`config.mk`:
```
export PLATFORM = sky130hd
export DESIGN_NAME = ksa_sub_seq_48bit
export DESIGN_NICKNAME = d
export VERILOG_FILES = /design/src/rtl/ksa_sub_seq_48bit.sv
export SDC_FILE = /design/constraint.sdc
export NUM_CORES = 1
export LEC_CHECK = 0
export ABC_AREA = 0
export BUFFER_PORTS_ARGS = -buffer_cell sky130_fd_sc_hd__buf_2
export CAP_MARGIN = 20
export CORE_UTILIZATION = 49
export DETAILED_ROUTE_END_ITERATION = 12
export GPL_ROUTABILITY_DRIVEN = 0
export PLACE_DENSITY = 0.78
export SETUP_SLACK_MARGIN = 0.02
export SYNTH_ARGS = -nofsm -noshare
export SYNTH_HDL_FRONTEND = slang
export SYNTH_SLANG_ARGS = --single-unit
```
`constraint.sdc`:
```
create_clock -name clk -period 3.69 [get_ports clk]
set_input_delay 0.1845 -clock clk [delete_from_list [all_inputs] [get_ports clk]]
set_output_delay 0.1845 -clock clk [all_outputs]
set_load 0.005 [all_outputs]
```
`src/rtl/ksa_sub_seq_48bit.sv`:
```
// ksa_sub_seq_48bit: sequential D = A - B - Bi, one CHUNK slice per clock, LSB first.
// Ports: clk, rst (sync, active-high), start/busy/done handshake, Bi/A/B in, D/Bo out.
// Optional KSA_SUB_FLAGS_EN adds Z (D==0) and V (signed overflow), updated with done.
module ksa_sub_seq_48bit #(
  parameter int WIDTH = 48,
  parameter int CHUNK = 8
) (
  input  logic             clk,
  input  logic             rst,
  input  logic             start,
  input  logic             Bi,
  input  logic [WIDTH-1:0] A,
  input  logic [WIDTH-1:0] B,
  output logic             busy,
  output logic             done,
  output logic [WIDTH-1:0] D,
  output logic             Bo
`ifdef KSA_SUB_FLAGS_EN
  ,
  output logic             Z,
  output logic             V
`endif
);

  localparam int NCHUNK = WIDTH / CHUNK;
  localparam int IW = (NCHUNK > 1) ? $clog2(NCHUNK) : 1;

  typedef enum logic [1:0] {
    S_IDLE,
    S_RUN,
    S_DONE
  } state_t;

  state_t r_state;
  state_t w_next;

  logic [WIDTH-1:0] r_a;
  logic [WIDTH-1:0] r_b;
  logic             r_brw;
  logic [IW-1:0]    r_idx;

  logic             w_accept;
  logic             w_last;
  logic [CHUNK-1:0] w_as;
  logic [CHUNK-1:0] w_bs;
  logic [CHUNK:0]   w_diff;
  logic [WIDTH-1:0] w_dnext;

  // start is honoured only when no slice work is pending
  assign w_accept = start &&
    (r_state == S_IDLE || r_state == S_DONE);
  assign w_last = (r_state == S_RUN) &&
    (r_idx == IW'(NCHUNK - 1));

  always_comb begin
    w_as = r_a[r_idx*CHUNK +: CHUNK];
    w_bs = r_b[r_idx*CHUNK +: CHUNK];
    // one extra bit: its MSB is the borrow out of this slice
    w_diff = {1'b0, w_as} - {1'b0, w_bs}
           - {{CHUNK{1'b0}}, r_brw};
    w_dnext = D;
    w_dnext[r_idx*CHUNK +: CHUNK] = w_diff[CHUNK-1:0];
  end

  always_comb begin
    w_next = r_state;
    unique case (r_state)
      S_IDLE: if (start) w_next = S_RUN;
      S_RUN:  if (w_last) w_next = S_DONE;
      S_DONE: w_next = start ? S_RUN : S_IDLE;
      default: w_next = S_IDLE;
    endcase
  end

  always_ff @(posedge clk) begin
    if (rst) r_state <= S_IDLE;
    else     r_state <= w_next;
  end

  always_ff @(posedge clk) begin
    if (rst) begin
      r_a   <= '0;
      r_b   <= '0;
      r_brw <= 1'b0;
      r_idx <= '0;
      busy  <= 1'b0;
      done  <= 1'b0;
      D     <= '0;
      Bo    <= 1'b0;
`ifdef KSA_SUB_FLAGS_EN
      Z     <= 1'b0;
      V     <= 1'b0;
`endif
    end else if (w_accept) begin
      r_a   <= A;
      r_b   <= B;
      r_brw <= Bi;
      r_idx <= '0;
      busy  <= 1'b1;
      done  <= 1'b0;
    end else if (r_state == S_RUN) begin
      D     <= w_dnext;
      r_brw <= w_diff[CHUNK];
      r_idx <= r_idx + 1'b1;
      if (w_last) begin
        Bo   <= w_diff[CHUNK];
        done <= 1'b1;
        busy <= 1'b0;
`ifdef KSA_SUB_FLAGS_EN
        Z <= (w_dnext == '0);
        V <= (r_a[WIDTH-1] != r_b[WIDTH-1]) &&
             (w_dnext[WIDTH-1] != r_a[WIDTH-1]);
`endif
      end
    end else begin
      done <= 1'b0;
    end
  end

endmodule

```
---- Word level (Yosys, flattened, before mapping) ----
Cells that the tools add are included.
storage, ports and cells
  register bits ........................... 153
  input bits .............................. 100
  output and inout port bits .............. 51
  logic and storage cells ................. 46
cells by class
  $add $sub $neg .......................... 4
  equality and inequality tests ........... 5
  shifts and indexed selects .............. 4
  muxes and demuxes ....................... 10
  bitwise operators ....................... 2
  reductions and logical operators ........ 12
operators with widths
  operator                                                                 count
  48-bit by 7-bit indexed part select with 8-bit output                    2
  48-bit bitwise mux                                                       1
  8-bit by 34-bit variable shift with 48-bit output, first input constant  1
  8-bit by 34-bit indexed part select with 48-bit output                   1
  6-bit negator with 34-bit output                                         1
  8-bit by 8-bit subtractor with 9-bit output                              1
  9-bit by 1-bit subtractor with 9-bit output                              1
  1-bit two-way mux                                                        6
  2-bit case mux with 3 select lines                                       1
  2-bit AND reduction                                                      3
  2-bit two-way mux                                                        2
  2-bit inequality test, second input constant                             2
  2-bit nonzero test                                                       2
  3-bit by 1-bit adder with 3-bit output, second input constant            1
  3-bit equality test, second input constant                               1
  3-bit AND reduction                                                      1
  3-bit OR reduction                                                       1
  2-bit by 1-bit equality test with 1-bit output, second input constant    1
  2-bit equality test, second input constant                               1
  1-bit logical AND                                                        2
  2-bit zero test                                                          1
  1-bit inverter                                                           2
  2-bit OR reduction                                                       1
  1-bit logical OR                                                         1

---- Longest topological paths before layout ----
Gate-level depths: netlist (run 1).
  word-level depth ........................ 5
  depth in mapped cells ................... 16
  mapped depth without buffers ............ 12

---- Least setup slack after synthesis (run 1) ----
OpenSTA, ideal clock, no wires.
  path type ............................... reg-to-reg
  start ................................... register r_idx[0]
  end ..................................... register D[21]
  library setup time ...................... 0.096 ns
  arrival time ............................ 3.532 ns
  required time ........................... 3.594 ns
  setup slack ............................. 0.062 ns
  cell stages (with the launch flop) ...... 14
  path buffers ............................ 3
  clock period less this slack ............ 3.628 ns
  path through ............................ dfxtp_1 > buf_4 > buf_2 > buf_4 > mux4_2 > nand2_1 > o21ai_0 > fa_1 > ha_1 > nor3b_1 > a32o_1 > a2111oi_4 > nand2_1 > o41ai_2
between the ends
  word-level cells in the longest chain between the ends .. 5
  elaborated cells on any way between the ends .. 8
  those cells by class .................... add/sub (3); shift (4); mux (1)
ends and longest elaborated chain
  what                                                                      line    source
  start: declaration                                                        40      logic [IW-1:0] r_idx;
  start signal: assignment                                                  104     r_idx <= r_idx + 1'b1;
  48-bit by 7-bit indexed part select with 8-bit output (on tied branches)  56, 57
  8-bit by 8-bit subtractor with 9-bit output                               59      w_diff = {1'b0, w_as} - {1'b0, w_bs}
  9-bit by 1-bit subtractor with 9-bit output                               60      - {{CHUNK{1'b0}}, r_brw};
  8-bit by 34-bit indexed part select with 48-bit output                    62      w_dnext[r_idx*CHUNK +: CHUNK] = w_diff[CHUNK-1:0];
  48-bit bitwise mux *                                                      62
  end signal: assignment                                                    102     D <= w_dnext;
  end: declaration                                                          16      output logic [WIDTH-1:0] D,
Every way passes the cells marked *; elsewhere a longest branch is shown, timed or not.
A chain may end at the register's enable or synchronous reset.

---- Worst setup path in the final report (run 1) ----
  start ................................... register r_idx[1]
  end ..................................... register D[23]
The elaborated chain is that of the path after synthesis.

==> results of run 1 <==
synthesized netlist by cell type (all sizes together), types with 3 or more instances:
cell type  instances
o41ai              3
nand2            231
a211oi             5
clkbuf            39
nor2b              4
nand2b             5
xnor2              4
buf               21
a21oi            141
or3                4
dfxtp            153
mux4              15
o21ai             13
nor2              43
ha                18
a22oi              4
inv               19
nand4              3
xor2               3
nor4               3
nor3b              4
nand3             23
nor3              23
mux2i             19
o31ai              7
report_power, final:
part           total [mW]  internal [mW]  switching, mW
Clock                1.70           1.02          0.686
Sequential           1.78           1.73         0.0477
Combinational       0.787          0.335          0.452
what timing repair did:
action                                  CTS  global route
buffers inserted                          0             1
gates resized for setup                   0             3
hold endpoints to repair                 52             0
hold buffers                             52             0
endpoints found under the setup margin    0             8
flip-flops by register name (all words and copies together), names as in the netlist:
| register | count |
|---|---|
| r_brw | 1 |
| r_state | 2 |
| r_idx | 3 |
| Bo | 1 |
| D | 48 |
| done | 1 |
| r_a | 48 |
| busy | 1 |
| r_b | 48 |
layout make-up:
type	instances	share of cell area (%)
multi-input cells	605	39.4
flip-flops and latches	153	34.6
repair buffers	221	16.3
clock buffers	22	5.12
well taps	176	2.48
clock inverters	10	1.33
inverters	20	0.847
worst min-delay path by stage:
stage | endpoint | from | slack (ps) | depth (start not counted)
2_1_floorplan | r_a[0] | A[0] | 320 | 2
3_3_place_gp | r_b[18] | B[18] | 430 | 3
3_5_place_dp | r_b[18] | B[18] | 430 | 3
4_1_cts | r_a[38] | A[38] | 0.2 | 3
5_1_grt | r_a[19] | A[19] | 0.2 | 3
6_report | r_b[13] | B[13] | 10 | 3
layer usage:
metal  routed length [um]  vias to the layer above  global-route usage (%)
met5                    0                        -                       0
met4                  412                        0                    11.3
met3                 1040                       32                    5.38
met2                 8850                      239                    42.9
met1                 8320                     3009                    33.7
li1                     -                     3230                       -
worst register-to-register path, stage by stage (launching register included):
cell      delay, ps
dfxtp_1         550
buf_4           220
buf_4           140
mux4_2          170
a21oi_1          80
fa_1            460
ha_1            360
nor3b_1         190
a32oi_2         300
a21oi_1         200
or4_1           550
o211ai_1        100
cell families (layout without fill, tap and decap cells):
group	after synthesis	count (layout)	synth area share [%]
xor+xnor	7	7	0.893
buf+inv	80	273	4.90
simple gates	354	354	21.9
mux	36	36	8.07
flops	153	153	44.6
compound gates	188	188	15.8
fa+ha+maj	20	20	3.86
through the flow:
step	instance area [um2]	setup WS, ps	std cells	hold WS, ps
final	8860	300	1207	10.1
after global routing	8860	86.0	1207	0.249
after CTS	8850	192	1206	0.236
after detailed placement	7760	230	1122	431
after global placement	7760	321	1122	430
after floorplan	6870	62.2	838	320
layout by cell type, fill, tap and decap left out, types with 5 or more instances in the layout:
cell             n
o31ai_1          6
o21ai_0         13
dfxtp_1        152
a21oi_1        141
a211oi_1         5
nor2_1          43
clkbuf_16       17
nand2_1        229
ha_1            18
nor3_1          23
mux4_2          15
dlygate4sd3_1   52
nand3_1         23
buf_4           18
mux2i_1         19
inv_1           19
buf_2          149
==> results by group, run 1 <==
Floorplan
  • Height of the die: 120 um
  • Die W: 120 um
  • # rows: 42
  • I/O Pins: about 150
  • Core area: 0.0135 mm2
  • Starting density of the core: 51.1%
  • Die area: 0.0145 mm2

Finish
  • N_diodes: 0
  • Fillers: ~1100
  • Fin nets: 1138
  • Util after Layout: 65.9%
  • Layout cells sized above 1: between 20% and 30%
  • Synth-to-Final Area Change: 29.1%
  • Sequential Area: 0.00307 mm2
  • Area of the multi-input gates: between 0.003 and 0.004 mm2

Logic synthesis
  • Syn nets: 958
  • Area contributors post-synth: dfxtp_1, nand2_1, a21oi_1
  • Post-synthesis cell count: 838
  • Mapped cell area: 0.00687 mm2
  • Seq/Total Area, Yosys: 44.6%
  • Unique masters post-synth: between 50 and 60
  • Ys flop type: dfxtp_1
  • Yosys Warn Count: 0
  • Yosys top cell by area: dfxtp_1
  • Post-synth EDFFs: 0
  • Asr flop ratio synth: 0%
  • Synth Register Bits: 153
  • Area share of the largest cell type after synthesis: 44.6%
  • Synthesized area per cell: between 8 and 9 um2

Worst setup path
  • Worst setup SP type: flop
  • Worst path max stage delay: 550 ps
  • Ordered cell list for the critical path: buf_4, buf_4, mux4_2, a21oi_1, fa_1, ha_1, nor3b_1, a32oi_2, a21oi_1, or4_1, o211ai_1
  • CP Depth: 11
  • Worst Path Max Fanout: 9
  • Crit-path leading delay family: adder cells
  • CP Capture Point: D[23]
  • Worst r2r src: r_idx[1]
  • Critical path arrival: 3740 ps
  • CP bufs+invs: 2
  • Crit path kind: flop to flop
  • Critical-path top delay cell: dfxtp_1
  • CP Data Required Time: 4040 ps
  • Worst reg2reg path endpoint: D[23]
  • R2R cell count: 11
  • R2R Setup Slk: 300 ps
  • Critical path origin: r_idx[1]
  • CP endpoint kind: flop

Route
  • Pre-Repair DR Iteration Count: 5
  • Antenna-violating nets left: 0
  • WL/cell: 15.4 um
  • DRC viols: 0
  • Vias/cell: between 5 and 6
  • DRT iter0 DRCs: 365
  • Detailed-route via count: 6510
  • Total routed wirelength: 18.6 mm

Timing
  • Skew final: 9.25 ps
  • Fmax: 295 MHz
  • Setup TNS: 0 ps
  • Rel. slew slack: 27.5%
  • Final hold vios: 0
  • Pins over their slew limit: 0
  • Setup-failing EPs final: 0
  • RSZ-0062 raised after global routing: false
  • Measured slew at the worst slew-check pin: 1090 ps
  • Fin crit share: 91.9%
  • Min Tclk post-route: ~3400 ps

Outcome
  • Run status: finished, final reports clean

Global routing
  • Initial antenna violation count: 0
  • Largest net degree at the start of global routing: 98
  • Vias in the first global route: roughly 6000
  • First-pass GRT wire length: 29.6 mm
  • Grt ovf: 0
  • Tot GR Track Use: about a quarter

Min path
  • HP Class: primary input to flop

Clocking
  • Reg clk slew, reported paths: 60 ps
  • Clock latency at the later pin of the worst-skew pair: 430 ps
  • Max Buffers Root-to-Sink: 2
  • CTS tree: built
  • Clock sinks: between 150 and 200
  • Num CTS Buffers: 17
  • CTS Root Cell: clkbuf_16
  • Htree depth: 4

Placed design
  • DP Wirelength: 12.2 mm
  • PortBufs: 150

Pwr
  • Peak supply drop: ~0.00035 V
  • PD cells: between 400 and 500 mW/mm2
  • Static leakage: 3.66 nW
  • Total power draw: 4.27 mW

Run
  • Max_cap viols: 0
(Power assumes the default switching activity.)
==> inputs of run 2 (changes only) <==
--- a/config.mk
+++ b/config.mk
@@ -12,6 +12,7 @@
 export DETAILED_ROUTE_END_ITERATION = 12
 export GPL_ROUTABILITY_DRIVEN = 0
 export PLACE_DENSITY = 0.78
+export RECOVER_POWER = 50
 export SETUP_SLACK_MARGIN = 0.02
 export SYNTH_ARGS = -nofsm -noshare
 export SYNTH_HDL_FRONTEND = slang
==> run 2 against run 1 <==
  * The flow now finishes with violations (max-capacitance violations, max-slew violations)
  * Global-route usage unchanged
  * Count of clock-buffer cells in the layout unchanged
  * Clock power about the same
  * Design area down 0.56%
  * Critical path depth unchanged
==> results by group, run 2 (synthesized netlist as in run 1, its figures left out) <==
Placed design
  • Pre-CTS setup slack: 230 ps (unchanged)
  • Cell count after placement: 1122 (unchanged)
  • Post-DP Area: 0.00776 mm2 (unchanged)
  • DP Wirelength: 12.2 mm (unchanged)
  • PortBufs: 150 (unchanged)

Global routing
  • First-pass GRT wire length: 29.6 mm (unchanged)
  • Gr busiest metal: met2
  • Tot GR Track Use: 26.3% (unchanged)
  • Grt met2 use: 42.9% (unchanged)
  • M3 GR Usage: 5.38% (unchanged)
  • Vias in the first global route: 6004 (unchanged)
  • Initial antenna violation count: 0 (unchanged)
  • Met1 usage: 33.7% (unchanged)
  • Largest net degree at the start of global routing: 98 (unchanged)
  • Grt ovf: 0 (unchanged)

Worst setup path
  • CP Capture Point: D[23]
  • Crit path kind: flop to flop
  • Critical path arrival: 3740 ps (about the same)
  • Critical path origin: r_idx[1]
  • Worst Path Max Fanout: 9 (unchanged)
  • CP endpoint kind: flop
  • R2R Setup Slk: 300 ps (about the same)
  • Worst setup SP type: flop
  • Worst reg2reg path endpoint: D[23]
  • Worst r2r src: r_idx[1]
  • CP Data Required Time: 4040 ps (about the same)
  • R2R cell count: 11 (unchanged)

Clocking
  • Clock latency at the later pin of the worst-skew pair: 430 ps (about the same)
  • Reg clk slew, reported paths: 60 ps (about the same)
  • Clock sinks: 153 (unchanged)
  • Num CTS Buffers: 17 (unchanged)
  • CTS Root Cell: clkbuf_16
  • Htree depth: 4 (unchanged)
  • Max Buffers Root-to-Sink: 2 (unchanged)
  • CTS tree: built

Timing
  • Skew final: 9.47 ps (+0.220 ps)
  • Final hold vios: 0 (unchanged)
  • Pins over their slew limit: 148 (+148)
  • Rel. slew slack: -23.2% (-51 points)
  • RSZ-0062 raised after global routing: false
  • Fin crit share: 91.8% (about the same)
  • PnR worst setup slack: 301 ps (+1.16 ps)
  • Fmax: 295 MHz (about the same)
  • Setup TNS: 0 ps (unchanged)
  • Min Tclk post-route: 3390 ps (-1.16 ps)
  • Setup-failing EPs final: 0 (unchanged)
  • Measured slew at the worst slew-check pin: 1840 ps (+754 ps)

Finish
  • Fin area: 0.00881 mm2 (-0.56%)
  • Layout cells sized above 1: 20.3% (-1.9 points)
  • Most frequent cells in the layout: nand2_1, dfxtp_1, a21oi_1
  • Top flop regs: D x48, r_a x48, r_b x48
  • N_diodes: 0 (unchanged)
  • Commonest non-fill, non-tap cell in the layout: nand2_1
  • Final cell count without fillers: 1207 (unchanged)
  • Synth-to-Final Area Change: 28.3%
  • Fin nets: 1138 (unchanged)
  • Util after Layout: 65.5% (-0.37 points)
  • Fillers: 1150 (+1.1%)

Pwr
  • NetSw: 1.18 mW (-0.14%)
  • Switching fraction of total power: 27.8% (about the same)
  • Internal: 3.08 mW (-0.11%)
  • Seq pwr share: 41.7% (about the same)
  • Peak supply drop: 0.000349 V (-0.47%)
  • Clk pwr share: 39.9% (about the same)
  • Static leakage: 3.56 nW (-2.7%)
  • Combinational share of power: 18.4% (about the same)
  • PD cells: 484 mW/mm2 (+0.45%)

Floorplan
  • I/O Pins: 151 (unchanged)
  • Core area: 0.0135 mm2 (unchanged)
  • Starting density of the core: 51.1% (unchanged)
  • Height of the die: 120 um (unchanged)
  • Die W: 120 um (unchanged)
  • # rows: 42 (unchanged)
  • Die area: 0.0145 mm2 (unchanged)

Route
  • WL/cell: 15.4 um (+0.10%)
  • DRC viols: 0 (unchanged)
  • Antenna-violating nets left: 0 (unchanged)
  • Total routed wirelength: 18.6 mm (+0.10%)
  • Pre-Repair DR Iteration Count: 5 (unchanged)
  • Vias/cell: 5.40 (+0.17%)
  • Detailed-route via count: 6521 (+0.17%)
  • DRT iter0 DRCs: 411 (+13%)

Outcome
  • Failing checks: max-capacitance violations, max-slew violations
  • Run status: complete, but fails checks

Min path
  • Hold path startpoint: B[13]
  • HP Class: primary input to flop

Run
  • Max_cap viols: 2 (+2)
## run 2: cell types whose count changed in the layout (fill, tap and decap cells not counted)
cell      before  now
buf_12         2    1
buf_2        149  129
clkbuf_1       4   24
clkbuf_2       0    1
nand2b_2       0    1
nand2b_4       1    0
nor2b_2        0    1
nor2b_4        1    0
## run 2: area by class of cell
class | count | area, um2 | share of cell area, %
sequential | 153 | 3070 | 34.8
tap | 176 | 220 | 2.50
clock buffer | 22 | 454 | 5.15
timing repair buffer | 221 | 1400 | 15.9
multi-input combinational | 605 | 3480 | 39.5
clock inverter | 10 | 118 | 1.33
inverter | 20 | 75.1 | 0.852
## run 2: worst min-delay path by stage
stage,end,cells after the start
after floorplan,r_a[0],2
after detailed placement,r_b[18],3
after CTS,r_a[38],3
final,r_b[13],3
after global placement,r_b[18],3
after global routing,r_a[19],3
## run 2: routing by layer
metal  wire [um]  part of all wire [%]
met5           0                     0
met1        8280                    44
met4         418                   2.2
met2        8880                    48
met3        1060                   5.7
## run 2: critical path, stage by stage, from the launching register on
cell	delay, ps
dfxtp_1	540
buf_4	220
buf_4	140
mux4_2	170
a21oi_1	80
fa_1	450
ha_1	360
nor3b_1	190
a32oi_2	300
a21oi_1	200
or4_1	550
o211ai_1	100
## run 2: through the flow
stage,hold slack (ps),total power [mW]
floorplan,320,2.28
global placement,430,2.52
detailed placement,431,2.53
CTS,0.236,4.26
global route,0.249,4.43
finish,8.82,4.26
## run 2: what timing repair did
item	CTS	global route
buffers inserted	0	1
hold buffers	52	0
endpoints found under the setup margin	0	8
gates resized for setup	0	3
endpoints found under the hold margin	52	0
## run 2: power by group through the flow
stage	Clock [mW]	Combinational [mW]	Sequential (mW)
2_1_floorplan	0	0.482	1.80
3_3_place_gp	0	0.709	1.81
3_5_place_dp	0	0.718	1.81
4_1_cts	1.72	0.765	1.78
5_1_grt	1.79	0.848	1.79
6_report	1.70	0.783	1.78
==> inputs of run 3 (changes only) <==
--- a/config.mk
+++ b/config.mk
@@ -8,10 +8,10 @@
 export ABC_AREA = 0
 export BUFFER_PORTS_ARGS = -buffer_cell sky130_fd_sc_hd__buf_2
 export CAP_MARGIN = 20
-export CORE_UTILIZATION = 49
+export CORE_UTILIZATION = 52
 export DETAILED_ROUTE_END_ITERATION = 12
 export GPL_ROUTABILITY_DRIVEN = 0
-export PLACE_DENSITY = 0.78
+export PLACE_DENSITY = 0.79
 export RECOVER_POWER = 50
 export SETUP_SLACK_MARGIN = 0.02
 export SYNTH_ARGS = -nofsm -noshare
==> constraint.sdc (replaced) <==
create_clock -name clk -period 3.45 [get_ports clk]
set_input_delay 0.1725 -clock clk [delete_from_list [all_inputs] [get_ports clk]]
set_output_delay 0.1725 -clock clk [all_outputs]
set_load 0.005 [all_outputs]
==> run 3 against run 2 <==
  * The flow still finishes with violations (max-capacitance violations, max-slew violations)
  * Critical path depth up 3
  * Clock power up 19%
  * Register-to-register slack worse by 250 ps
  * Routed wire length up 10%
  * Maximum frequency down 0.21%
  * Critical path type unchanged
  * Critical endpoint unchanged
  * Largest power group is now clock
  * Highest routed layer unchanged
==> results by group, run 3 (synthesized netlist as in run 1, its figures left out) <==
Outcome
  • Run status: complete, but fails checks
  • Failing checks: max-capacitance violations, max-slew violations

Clocking
  • Htree depth: 4 (unchanged)
  • Clock sinks: 153 (unchanged)
  • Reg clk slew, reported paths: 60 ps (about the same)
  • CTS tree: built
  • CTS Root Cell: clkbuf_16
  • Num CTS Buffers: 17 (unchanged)
  • Clock latency at the later pin of the worst-skew pair: 430 ps (about the same)
  • Max Buffers Root-to-Sink: 2 (unchanged)

Pwr
  • Static leakage: 3.67 nW (+3.3%)
  • Peak supply drop: 0.000358 V (+2.3%)
  • Total power draw: 4.83 mW (+13%)
  • PD cells: 523 mW/mm2 (+8.2%)

Worst setup path
  • CP Data Required Time: 3780 ps (-260 ps)
  • Worst r2r src: r_idx[0]
  • Crit path kind: flop to flop
  • Critical path origin: r_idx[0]
  • CP most frequent cell: buf_4
  • Worst path max stage delay: 560 ps (about the same)
  • CP endpoint kind: flop
  • Worst Path Max Fanout: 6 (-3)
  • Ordered cell list for the critical path: buf_4, buf_4, mux4_2, nand2_1, o21ai_0, ha_1, inv_1, ha_1, and2_4, o211ai_1, buf_4, a21oi_2, or4_1, o211ai_1
  • Critical path arrival: 3730 ps (about the same)
  • Worst setup SP type: flop
  • Critical-path top delay cell: or4_1

Floorplan
  • # rows: 41 (-2.4%)
  • I/O Pins: 151 (unchanged)
  • Die area: 0.0137 mm2 (-5.7%)
  • Starting density of the core: 53.8% (+2.7 points)
  • Height of the die: 117 um (-2.9%)
  • Core area: 0.0128 mm2 (-5.1%)
  • Die W: 117 um (-2.9%)

Timing
  • Fin crit share: 98.4% (+6.6 points)
  • Measured slew at the worst slew-check pin: 1790 ps (-49.4 ps)
  • Final hold vios: 0 (unchanged)
  • Setup-failing EPs final: 0 (unchanged)
  • Fmax: 294 MHz (-0.21%)
  • Setup TNS: 0 ps (unchanged)
  • RSZ-0062 raised after global routing: true
  • Pins over their slew limit: 172 (+16%)
  • Rel. slew slack: -19.4% (+3.8 points)
  • Min Hold Slack: 9.80 ps (+0.980 ps)
  • Min Tclk post-route: 3400 ps (+7.20 ps)
  • Skew final: 10.0 ps (+0.566 ps)

Route
  • Pre-Repair DR Iteration Count: 5 (unchanged)
  • Total routed wirelength: 20.6 mm (+10%)
  • DRT iter0 DRCs: 521 (+27%)
  • Antenna-violating nets left: 0 (unchanged)
  • WL/cell: 16.6 um (+7.5%)
  • Detailed-route via count: 6912 (+6.0%)
  • Vias/cell: 5.58 (+3.3%)
  • DRC viols: 0 (unchanged)

Placed design
  • Cell count after placement: 1122 (unchanged)
  • PortBufs: 150 (unchanged)
  • DP Wirelength: 12.4 mm (+1.0%)

Global routing
  • First-pass GRT wire length: 31.4 mm (+6.0%)
  • Grt ovf: 0 (unchanged)
  • Largest net degree at the start of global routing: 98 (unchanged)
  • Vias in the first global route: 6411 (+6.8%)
  • Initial antenna violation count: 0 (unchanged)
  • Tot GR Track Use: 30.5% (+4.2 points)

Finish
  • N_diodes: 0 (unchanged)
  • Final cell count without fillers: 1239 (+2.7%)
  • Util after Layout: 72.3% (+6.8 points)
  • Commonest non-fill, non-tap cell in the layout: nand2_1
  • Most frequent cells in the layout: nand2_1, dfxtp_1, a21oi_1
  • Fin nets: 1174 (+3.2%)
  • Synth-to-Final Area Change: 34.5%
  • Top flop regs: D x48, r_a x48, r_b x48
  • Layout cells sized above 1: 19.7% (-0.59 points)

Min path
  • Hold path startpoint: A[34]
  • HP Class: primary input to flop

Run
  • Max_cap viols: 2 (unchanged)
-- run 3: changes by cell type in the layout (fill, tap and decap cells not counted), moves of 2 or more --
cell           before  now
buf_4              18   28
clkinvlp_4          1    3
bufinv_16           2    4
clkinv_2            3    0
a21oi_1           141  139
o41ai_1             2    0
dlygate4sd3_1      52   78
clkbuf_1           24   42
a21oi_2             0    2
o41ai_2             1    3
buf_2             129  108
ha_1               18   16
-- run 3: per-layer routing --
layer	part of all wire (%)	global-route usage, %	up-vias
met5	0	0	-
met4	2.5	11.9	0
met3	7.5	8.75	54
met2	49	51.5	318
met1	41	36.8	3244
li1	-	-	3296
-- run 3: per-stage QoR --
stage               setup slack (ps)  area, um2
floorplan                       34.8       6890
finish                          53.6       9240
CTS                             45.6       9200
detailed placement              68.0       7770
global placement                 152       7770
global route                    -105       9240
-- run 3: worst paths after layout --
path,endpoint,slack (ps),cells past startpoint
max,D[23],50,14
min,r_a[34],10,3
max reg2reg,D[23],50,14
min reg2reg,D[10],450,2
-- run 3: final cells by class --
cell class                 instances  area (um2)
fill                             917        3530
multi-input combinational        605        3520
sequential                       153        3070
timing repair buffer             257        1710
clock buffer                      20         457
tap                              172         215
clock inverter                    12         188
inverter                          20        78.8
-- run 3: where the power goes --
group / switching [mW] / internal (mW)
combinational: 0.513 / 0.396
clock: 0.758 / 1.26
sequential: 0.0554 / 1.85
-- run 3: critical path: cells and delay by family, from the launching register on --
family	cells	cell delay, ps
flip-flops	1	400
AO/OA/AOI/OAI	4	520
multiplexers	1	500
AND/OR/NAND/NOR	3	840
adder cells (fa/ha/maj)	2	510
buffers and inverters	4	530
-- run 3: repair_timing --
| item | 4_1_cts | 5_1_grt |
|---|---|---|
| hold buffers | 78 | 0 |
| gates resized for setup | 1 | 11 |
| hold endpoints to repair | 78 | 0 |
| setup endpoints to repair | 1 | 21 |
| setup buffers | 0 | 7 |
| pin swaps | 0 | 2 |
